===== src/rtl/tc_pkg.sv =====
// Shared definitions for timer_counter: FSM state codes, register word offsets,
// CTRL field positions and MODE encodings.
package tc_pkg;

    typedef logic [1:0] tc_state_t;

    localparam tc_state_t ST_IDLE = 2'd0;
    localparam tc_state_t ST_LOAD = 2'd1;
    localparam tc_state_t ST_CNT  = 2'd2;
    localparam tc_state_t ST_INT  = 2'd3;

    // Word offsets, i.e. addr[3:2] within the 16-byte window
    localparam logic [1:0] OFF_CTRL   = 2'd0;
    localparam logic [1:0] OFF_PRESET = 2'd1;
    localparam logic [1:0] OFF_COUNT  = 2'd2;
    localparam logic [1:0] OFF_RSVD   = 2'd3;

    localparam int CTRL_W        = 4;
    localparam int CTRL_EN       = 0;
    localparam int CTRL_MODE_LSB = 1;
    localparam int CTRL_IM       = 3;

    localparam logic [1:0] MODE_ONESHOT = 2'd0;
    localparam logic [1:0] MODE_RELOAD  = 2'd1;

    // Encodings 2 and 3 fall back to one-shot behaviour.
    function automatic logic is_reload(input logic [1:0] mode);
        return (mode == MODE_RELOAD);
    endfunction

endpackage


===== src/rtl/tc_byte_merge.sv =====
// Byte-lane merge of a register write. Define TC_BYTE_WRITE_EN for per-lane
// updates; otherwise any nonzero byteen replaces the whole word.
module tc_byte_merge (
    input  logic [31:0] i_old,
    input  logic [31:0] i_wdata,
    input  logic [3:0]  i_byteen,
    output logic [31:0] o_word
);

`ifdef TC_BYTE_WRITE_EN
    always_comb begin
        o_word = i_old;
        for (int b = 0; b < 4; b++) begin
            if (i_byteen[b]) begin
                o_word[8*b +: 8] = i_wdata[8*b +: 8];
            end
        end
    end
`else
    assign o_word = (|i_byteen) ? i_wdata : i_old;
`endif

endmodule


===== src/rtl/timer_counter.sv =====
// Memory-mapped down-counting timer with one-shot / auto-reload modes and a
// maskable interrupt. Byte-lane writes are enabled by defining TC_BYTE_WRITE_EN.
module timer_counter
    import tc_pkg::*;
#(
    parameter logic [31:0] BASE_ADDR = 32'h0000_7F00
) (
    input  logic        clk,
    input  logic        reset,
    input  logic [31:0] addr,
    input  logic [3:0]  byteen,
    input  logic [31:0] wdata,
    output logic [31:0] rdata,
    output logic        irq
);

    tc_state_t          r_state;
    logic [CTRL_W-1:0]  r_ctrl;
    logic [31:0]        r_preset;
    logic [31:0]        r_count;
    logic               r_flag;

    logic               w_sel;
    logic [1:0]         w_off;
    logic               w_wr_ctrl;
    logic               w_wr_preset;
    logic [31:0]        w_old;
    logic [31:0]        w_merged;
    logic               w_unused;

    assign w_sel       = (addr[31:4] == BASE_ADDR[31:4]);
    assign w_off       = addr[3:2];
    assign w_wr_ctrl   = w_sel && (|byteen) && (w_off == OFF_CTRL);
    assign w_wr_preset = w_sel && (|byteen) && (w_off == OFF_PRESET);
    assign w_old       = (w_off == OFF_CTRL) ? {{(32-CTRL_W){1'b0}}, r_ctrl} : r_preset;
    assign w_unused    = &{1'b0, addr[1:0]};

    tc_byte_merge u_merge (
        .i_old    (w_old),
        .i_wdata  (wdata),
        .i_byteen (byteen),
        .o_word   (w_merged)
    );

    always_ff @(posedge clk or posedge reset) begin
        if (reset) begin
            r_state  <= ST_IDLE;
            r_ctrl   <= '0;
            r_preset <= '0;
            r_count  <= '0;
            r_flag   <= 1'b0;
        end else begin
            if (w_wr_preset) begin
                r_preset <= w_merged;
            end

            case (r_state)
                ST_IDLE: begin
                    if (r_ctrl[CTRL_EN]) begin
                        r_state <= ST_LOAD;
                    end
                end
                ST_LOAD: begin
                    r_count <= r_preset;
                    r_state <= ST_CNT;
                end
                ST_CNT: begin
                    if (!r_ctrl[CTRL_EN]) begin
                        r_state <= ST_IDLE;
                    end else if (r_count > 32'd1) begin
                        r_count <= r_count - 32'd1;
                    end else begin
                        r_count <= '0;
                        // A CTRL write on the terminal edge suppresses the interrupt
                        // and restarts from IDLE so a fresh run keeps normal timing.
                        if (w_wr_ctrl) begin
                            r_state <= ST_IDLE;
                        end else begin
                            r_flag  <= 1'b1;
                            r_state <= ST_INT;
                        end
                    end
                end
                ST_INT: begin
                    if (is_reload(r_ctrl[CTRL_MODE_LSB +: 2])) begin
                        r_flag  <= 1'b0;
                        r_state <= ST_LOAD;
                    end else begin
                        r_ctrl[CTRL_EN] <= 1'b0;
                        r_state         <= ST_IDLE;
                    end
                end
                default: r_state <= ST_IDLE;
            endcase

            // Placed last so a CTRL write overrides the FSM's flag and EN updates.
            if (w_wr_ctrl) begin
                r_ctrl <= w_merged[CTRL_W-1:0];
                r_flag <= 1'b0;
            end
        end
    end

    always_comb begin
        rdata = '0;
        if (w_sel) begin
            case (w_off)
                OFF_CTRL:   rdata = {{(32-CTRL_W){1'b0}}, r_ctrl};
                OFF_PRESET: rdata = r_preset;
                OFF_COUNT:  rdata = r_count;
                default:    rdata = '0;
            endcase
        end
    end

    assign irq = r_flag & r_ctrl[CTRL_IM];

endmodule


===== config.mk =====
export PLATFORM = sky130hd
export DESIGN_NAME = timer_counter
export DESIGN_NICKNAME = d
export VERILOG_FILES = /design/src/rtl/tc_pkg.sv /design/src/rtl/tc_byte_merge.sv /design/src/rtl/timer_counter.sv
export SDC_FILE = /design/constraint.sdc
export NUM_CORES = 1
export LEC_CHECK = 0
export BUFFER_PORTS_ARGS = -buffer_cell sky130_fd_sc_hd__buf_4
export CORE_MARGIN = 1.5
export CORE_UTILIZATION = 37
export CTS_CLUSTER_DIAMETER = 30
export CTS_CLUSTER_SIZE = 14
export DETAILED_ROUTE_END_ITERATION = 6
export HOLD_SLACK_MARGIN = 0.02
export PLACE_DENSITY = 0.69
export SKIP_CTS_REPAIR_TIMING = 1
export SYNTH_ARGS = -nofsm -noshare
export SYNTH_HDL_FRONTEND = slang
export SYNTH_SLANG_ARGS = --single-unit

===== constraint.sdc =====
create_clock -name clk -period 5.5 [get_ports clk]
set_clock_uncertainty 0.05 [all_clocks]
set_input_delay 0.55 -clock clk [delete_from_list [all_inputs] [get_ports clk]]
set_output_delay 0.55 -clock clk [all_outputs]
set_load 0.01 [all_outputs]

==> summary.md, run 1 <==
| Metric | Value |
|---|---|
| Cells after DPL | 655 |
| Hold Startpoint | wdata[0] |
| Worst Tran Pin Value | 942 ps |
| Worst Hold Class | in -> reg |
| Initial Utilization | 0.381 |
| Synth Instances | 436 |
| Max-slew violations | 0 |
| Num ports | 103 |
| Layout fillers | 1051 |
| Die X | 109 um |
| Overall power | 928 uW |
| Largest cells by area after synthesis | dfrtp_1 43%, mux2_2 9.5%, a22oi_1 5.3% |
| Routed wire per std cell | 16.8 um |
| Worst setup path category | reg -> reg |
| Synth top area share | 0.430 |
| Final cell count without fillers | 669 |
| Core area | 0.0108 mm^2 |
| First-pass DRT Iterations | 5 |
| Yosys top cell by area | dfrtp_1 |
| H-tree depth | 3 |
| Crit path required time | 5720 ps |
| Diode count | 0 |
| Drt drc | 0 |
| Worst EP arrival | 3430 ps |
| Final setup violation count | 0 |
| Die Height | 109 um |
| Final hold violations | 0 |
| Initial antenna violation count | 0 |
| CTS Root Cell | clkbuf_8 |
| RSZ-0062 raised after global routing | false |
| Routed wire length | 11200 um |
| Top cells by count, synth | 71 x dfrtp_1, 44 x nor2_1, 35 x mux2_2, 29 x a22oi_1, 27 x nand3_1 |
| Area growth, synth to finish | 24.7% |
| Clk_lat worst skew | 350 ps |
| Sequential share of the synthesized area | 0.430 |
| EDFF count, synth | 0 |
| LEAKAGE | 0.00248 uW |
| Total die area | 0.0118 mm^2 |
| Min Tclk post-route | 3220 ps |
| Routed Antenna Nets | 0 |
| Mean Syn Cell Area | 9.47 um^2 |
| Worst Setup End Kind | register |
| CTS Buf Count | 9 |
| Synth Flop Type | dfrtp_1 |
| Worst ir drop on vdd | 107 uV |
| Synth unique cells | 50 |
| Via count | 3839 |
| Yosys reg bits | 71 |
| Post-DP HPWL | 7690 um |
| Core Util, Final | 0.475 |
| Post-route cell area | 0.00515 mm^2 |
| Nets@finish | 598 |
| Setup TNS | 0 ps |
| Pwr dens | 180 mW/mm^2 |
| Gr usage total | 0.205 |
| CTS tree | built |
| Ys async rst share | 1.00 |
| Worst setup SP type | register |
| Status | complete, no violations |
| Vias per Instance | 5.74 |
| Largest buffer count on any clock path | 2 |
| Mapped Area | 0.00413 mm^2 |
| Tcrit/Tclk final | 0.585 |
| Largest net degree at the start of global routing | 72 |
| Clk sink count | 71 |
| Most numerous cell in the Yosys netlist | dfrtp_1 |
| Syn. warnings | 0 |
| Placed Area | 0.00500 mm^2 |
| Achievable Freq | 0.311 GHz |
| Vias in the first global route | 3838 |
| Row count | 38 |
| GP Congestion | 0.806 |
| Max Cap Violations | 0 |
| First-pass GRT wire length | 19000 um |
| Grt ovf | 0 |
| Input/output buffers | 100 |
| Slew HR | 0.366 |
| Post-Syn Nets | 508 |
| Crit. Startpoint | r_state[1] |
| Share of cells above drive strength 1 | 0.323 |
| RR Startpoint | r_state[1] |
| CP Max Fanout | 27 |
| 1st-iter DRT viols | 213 |
| Clock-pin slew on the worst setup and hold paths | 70 ps |
-- where the power goes --
group	internal [uW]	switching, uW
Combinational	33.7	27.7
Clock	158	187
Sequential	522	0.0000390
-- final cells by class --
type,count,area (um^2),area share
flip-flops and latches,71,1780,0.345
well taps,140,175,0.0340
repair buffers,107,803,0.156
clock inverters,2,10.0,0.00195
multi-input cells,332,2230,0.433
inverters,5,18.8,0.00365
clock buffers,12,135,0.0263
-- metrics by stage --
stage | hold WS [ps] | setup slack (ps)
detailed placement | 466 | 2400
CTS | 354 | 2390
finish | 369 | 2280
floorplan | 417 | 2970
global route | 357 | 2050
global placement | 452 | 2390
-- state kept, by name, summed over array words and instances, names as in the netlist --
register  count
r_count      32
r_preset     32
r_ctrl        4
r_state       2
r_flag        1
-- final timing paths --
check | endpoint | slack (ps) | cells past startpoint
worst max-delay path | r_count[14] | 2280 | 5
worst min-delay path | r_ctrl[0] | 370 | 3
worst max register to register | r_count[14] | 2280 | 5
worst min register to register | r_count[14] | 480 | 2
max in group asynchronous | r_count[20] | 4380 | 3
min in group asynchronous | r_ctrl[1] | 430 | 3
-- worst max-delay path: stages, from the launching register on --
cell	delay [ps]
dfrtp_1	420
nor2b_1	700
nand2_1	770
a21o_1	650
or3_1	450
o211ai_1	90
-- layout by cell type, fill, tap and decap left out, drive strengths merged, types with 2 or more instances in the layout --
cell       n
buf      107
o21ai     13
mux2      35
nor3b      6
a221o      2
o311ai    12
and3      11
nand2b     5
nor2b      5
clkbuf    12
or4        5
nor4      13
a21oi     20
mux2i      4
o2111ai    2
nand4      2
or3       14
o31ai      2
or2        6
nor2      44
a211o      5
a22oi     29
and2       8
dfrtp     71
nor4b      3
o21a       3
nand3     27
inv        5
a32oi      4
nand2     22
nor3      11
a21o       3
ha         2
o211ai     5
clkinv     2
-- routing by layer --
layer	GRT usage	vias up	routed length (um)	share of wire
li1	-	1830	-	-
met1	0.267	1857	4940	0.44
met2	0.336	133	5460	0.49
met3	0.0460	19	680	0.060
met4	0.0695	0	163	0.014
met5	0	-	0	0
-- cells by family after synthesis --
| logic type | after synthesis | share of synthesized area |
|---|---|---|
| buffers and inverters | 33 | 0.0330 |
| AOI/OAI and AO/OA | 105 | 0.183 |
| muxes | 39 | 0.105 |
| DFF | 71 | 0.430 |
| and+or+nand+nor | 186 | 0.242 |
| adders and majority gates | 2 | 0.00606 |
Power figures use the tool's default switching activity.
==> run 2, diff against run 1 <==
--- a/config.mk
+++ b/config.mk
@@ -5,6 +5,7 @@
 export SDC_FILE = /design/constraint.sdc
 export NUM_CORES = 1
 export LEC_CHECK = 0
+export ABC_AREA = 1
 export BUFFER_PORTS_ARGS = -buffer_cell sky130_fd_sc_hd__buf_4
 export CORE_MARGIN = 1.5
 export CORE_UTILIZATION = 37
@@ -12,7 +13,7 @@
 export CTS_CLUSTER_SIZE = 14
 export DETAILED_ROUTE_END_ITERATION = 6
 export HOLD_SLACK_MARGIN = 0.02
-export PLACE_DENSITY = 0.69
+export PLACE_DENSITY = 0.68
 export SKIP_CTS_REPAIR_TIMING = 1
 export SYNTH_ARGS = -nofsm -noshare
 export SYNTH_HDL_FRONTEND = slang
==> constraint.sdc (replaced) <==
create_clock -name clk -period 3.1 [get_ports clk]
set_clock_uncertainty 0.05 [all_clocks]
set_input_delay 0.31 -clock clk [delete_from_list [all_inputs] [get_ports clk]]
set_output_delay 0.31 -clock clk [all_outputs]
set_load 0.01 [all_outputs]
==> summary.md, run 2 <==
| Metric | Value |
|---|---|
| Largest buffer count on any clock path | 2 |
| CP Max Fanout | 32 |
| CTS Root Cell | clkbuf_16 |
| CTS Buf Count | 9 |
| H-tree depth | 3 |
| Max Cap Violations | 0 |
| Worst setup path category | in -> out |
| Worst Setup End Kind | primary output |
| Synth top area share | 0.373 |
| Synth unique cells | 30 |
| First-pass DRT Iterations | 4 |
| RSZ-0062 raised after global routing | false |
| Achievable Freq | 0.438 GHz |
| Largest net degree at the start of global routing | 65 |
| Most frequent cells in the layout | 189 x nand2_1, 108 x nor2_1, 108 x buf_4, 75 x inv_1, 73 x o21ai_0 |
| Crit path required time | 2740 ps |
| Worst Tran Pin Value | 1020 ps |
| EDFF count, synth | 0 |
| Routed wire length | 12200 um |
| Initial Utilization | 0.378 |
| Post-DP HPWL | 9000 um |
| CTS tree | built |
| Routed Antenna Nets | 0 |
| Clk sink count | 71 |
| Vias in the first global route | 4297 |
| Compound-Gate Fraction of Synth Area | 0.187 |
| Clk_lat worst skew | 330 ps |
| Worst setup SP type | primary input |
| Max-slew violations | 0 |
| Post-synthesis xor/xnor area fraction | 0.00552 |
| Gr usage total | 0.191 |
| Fin Hold WS | 175 ps |
| Ys async rst share | 1.00 |
| Total die area | 0.0135 mm^2 |
| Vias per Instance | 4.82 |
| Status | complete, no violations |
| 1st-iter DRT viols | 223 |
| Initial antenna violation count | 0 |
| Row count | 41 |
| First-pass GRT wire length | 20600 um |
| Post-Syn Nets | 780 |
| Die X | 116 um |
| Area growth, synth to finish | 24.6% |
| Largest family of logic cells by synthesized area | simple AND/OR/NAND/NOR gates |
| Post-route cell area | 0.00593 mm^2 |
| Synth Area in Simple Gates | 0.341 |
| Mean Syn Cell Area | 6.72 um^2 |
| Synth Flop Type | dfrtp_1 |
| Clock-pin slew on the worst setup and hold paths | 50 ps |
| Most common cell after layout, fill and taps aside | nand2_1 |
| Placed Area | 0.00565 mm^2 |
| Biggest regs | r_count (32), r_preset (32), r_ctrl (4) |
| Top cells by count, synth | 189 x nand2_1, 108 x nor2_1, 76 x inv_1, 73 x o21ai_0, 71 x dfrtp_1 |
| Diode count | 0 |
| Most numerous cell in the Yosys netlist | nand2_1 |
| Setup TNS | 0 ps |
| Share of cells above drive strength 1 | 0.211 |
| Drt drc | 0 |
| Yosys reg bits | 71 |
| Input/output buffers | 100 |
| Die Height | 116 um |
| Tcrit/Tclk final | 0.736 |
| Mux cell area share after synthesis | 0 |
| Final setup violation count | 0 |
| Min Tclk post-route | 2280 ps |
| Worst EP arrival | 1920 ps |
| Syn. warnings | 0 |
| Nets@finish | 873 |
| Worst Hold Class | in -> reg |
| Core area | 0.0126 mm^2 |
| Final hold violations | 0 |
| Mapped Area | 0.00476 mm^2 |
| Largest cells by area after synthesis | dfrtp_1 37%, nand2_1 15%, nor2_1 8.5% |
| Cells after DPL | 961 |
| Synth Area in Adders | 0.00526 |
| Synth Instances | 708 |
| Yosys top cell by area | dfrtp_1 |
| Via count | 4702 |
| Grt ovf | 0 |
| Sequential share of the synthesized area | 0.373 |
| Num ports | 103 |
| Final cell count without fillers | 976 |
| Slew HR | 0.322 |
| Routed wire per std cell | 12.5 um |
| GP Congestion | 0.910 |
## run 2: path summary, 6_finish.rpt
check                      cells after the start            to          from  slack, ps
setup / recovery                               9      rdata[0]       addr[7]        820
hold / removal                                 3  r_preset[14]     wdata[14]        170
setup reg to reg                              11    r_count[5]    r_count[0]        940
hold reg to reg                                2  r_preset[19]  r_preset[19]        450
max in group asynchronous                      4  r_preset[27]         reset       1710
min in group asynchronous                      3   r_preset[6]         reset        530
## run 2: critical path, cell delays in order
cell,delay (ps)
buf_4,110
nor2_1,90
nand2_1,60
nor2_1,100
nand2_1,90
nor2_4,160
inv_1,440
a31oi_1,400
buf_4,180
## run 2: cells by family after synthesis
| group | Yosys count |
|---|---|
| buffers and inverters | 104 |
| adder cells (fa/ha/maj) | 2 |
| AND/OR/NAND/NOR | 362 |
| AO/OA/AOI/OAI | 166 |
| flip-flops | 71 |
| XOR/XNOR | 3 |
## run 2: through the flow
| step | worst slack (ps) | util |
|---|---|---|
| 4_1_cts | 805 | 0.471 |
| 3_5_place_dp | 808 | 0.450 |
| 3_3_place_gp | 791 | 0.450 |
| 6_report | 819 | 0.472 |
| 5_1_grt | 618 | 0.472 |
| 2_1_floorplan | 943 | - |
## run 2: metal layers
| layer | global-route usage | vias to the layer above | part of all wire |
|---|---|---|---|
| met5 | 0 | - | 0 |
| met4 | 0.0634 | 0 | 0.012 |
| met3 | 0.0306 | 15 | 0.056 |
| met2 | 0.307 | 122 | 0.45 |
| met1 | 0.264 | 2119 | 0.48 |
| li1 | - | 2446 | - |
## run 2: layout make-up
class	instances	area (um^2)
fillers	1322	6640
multi-input cells	533	2560
flip-flops and latches	71	1780
repair buffers	109	821
inverters	77	289
clock buffers	13	260
well taps	172	215
clock inverters	1	5.00
Power of run 2 is left out: the tool's default activity adds up to more than one toggle a clock period on the data nets, which glitch-free logic cannot reach.
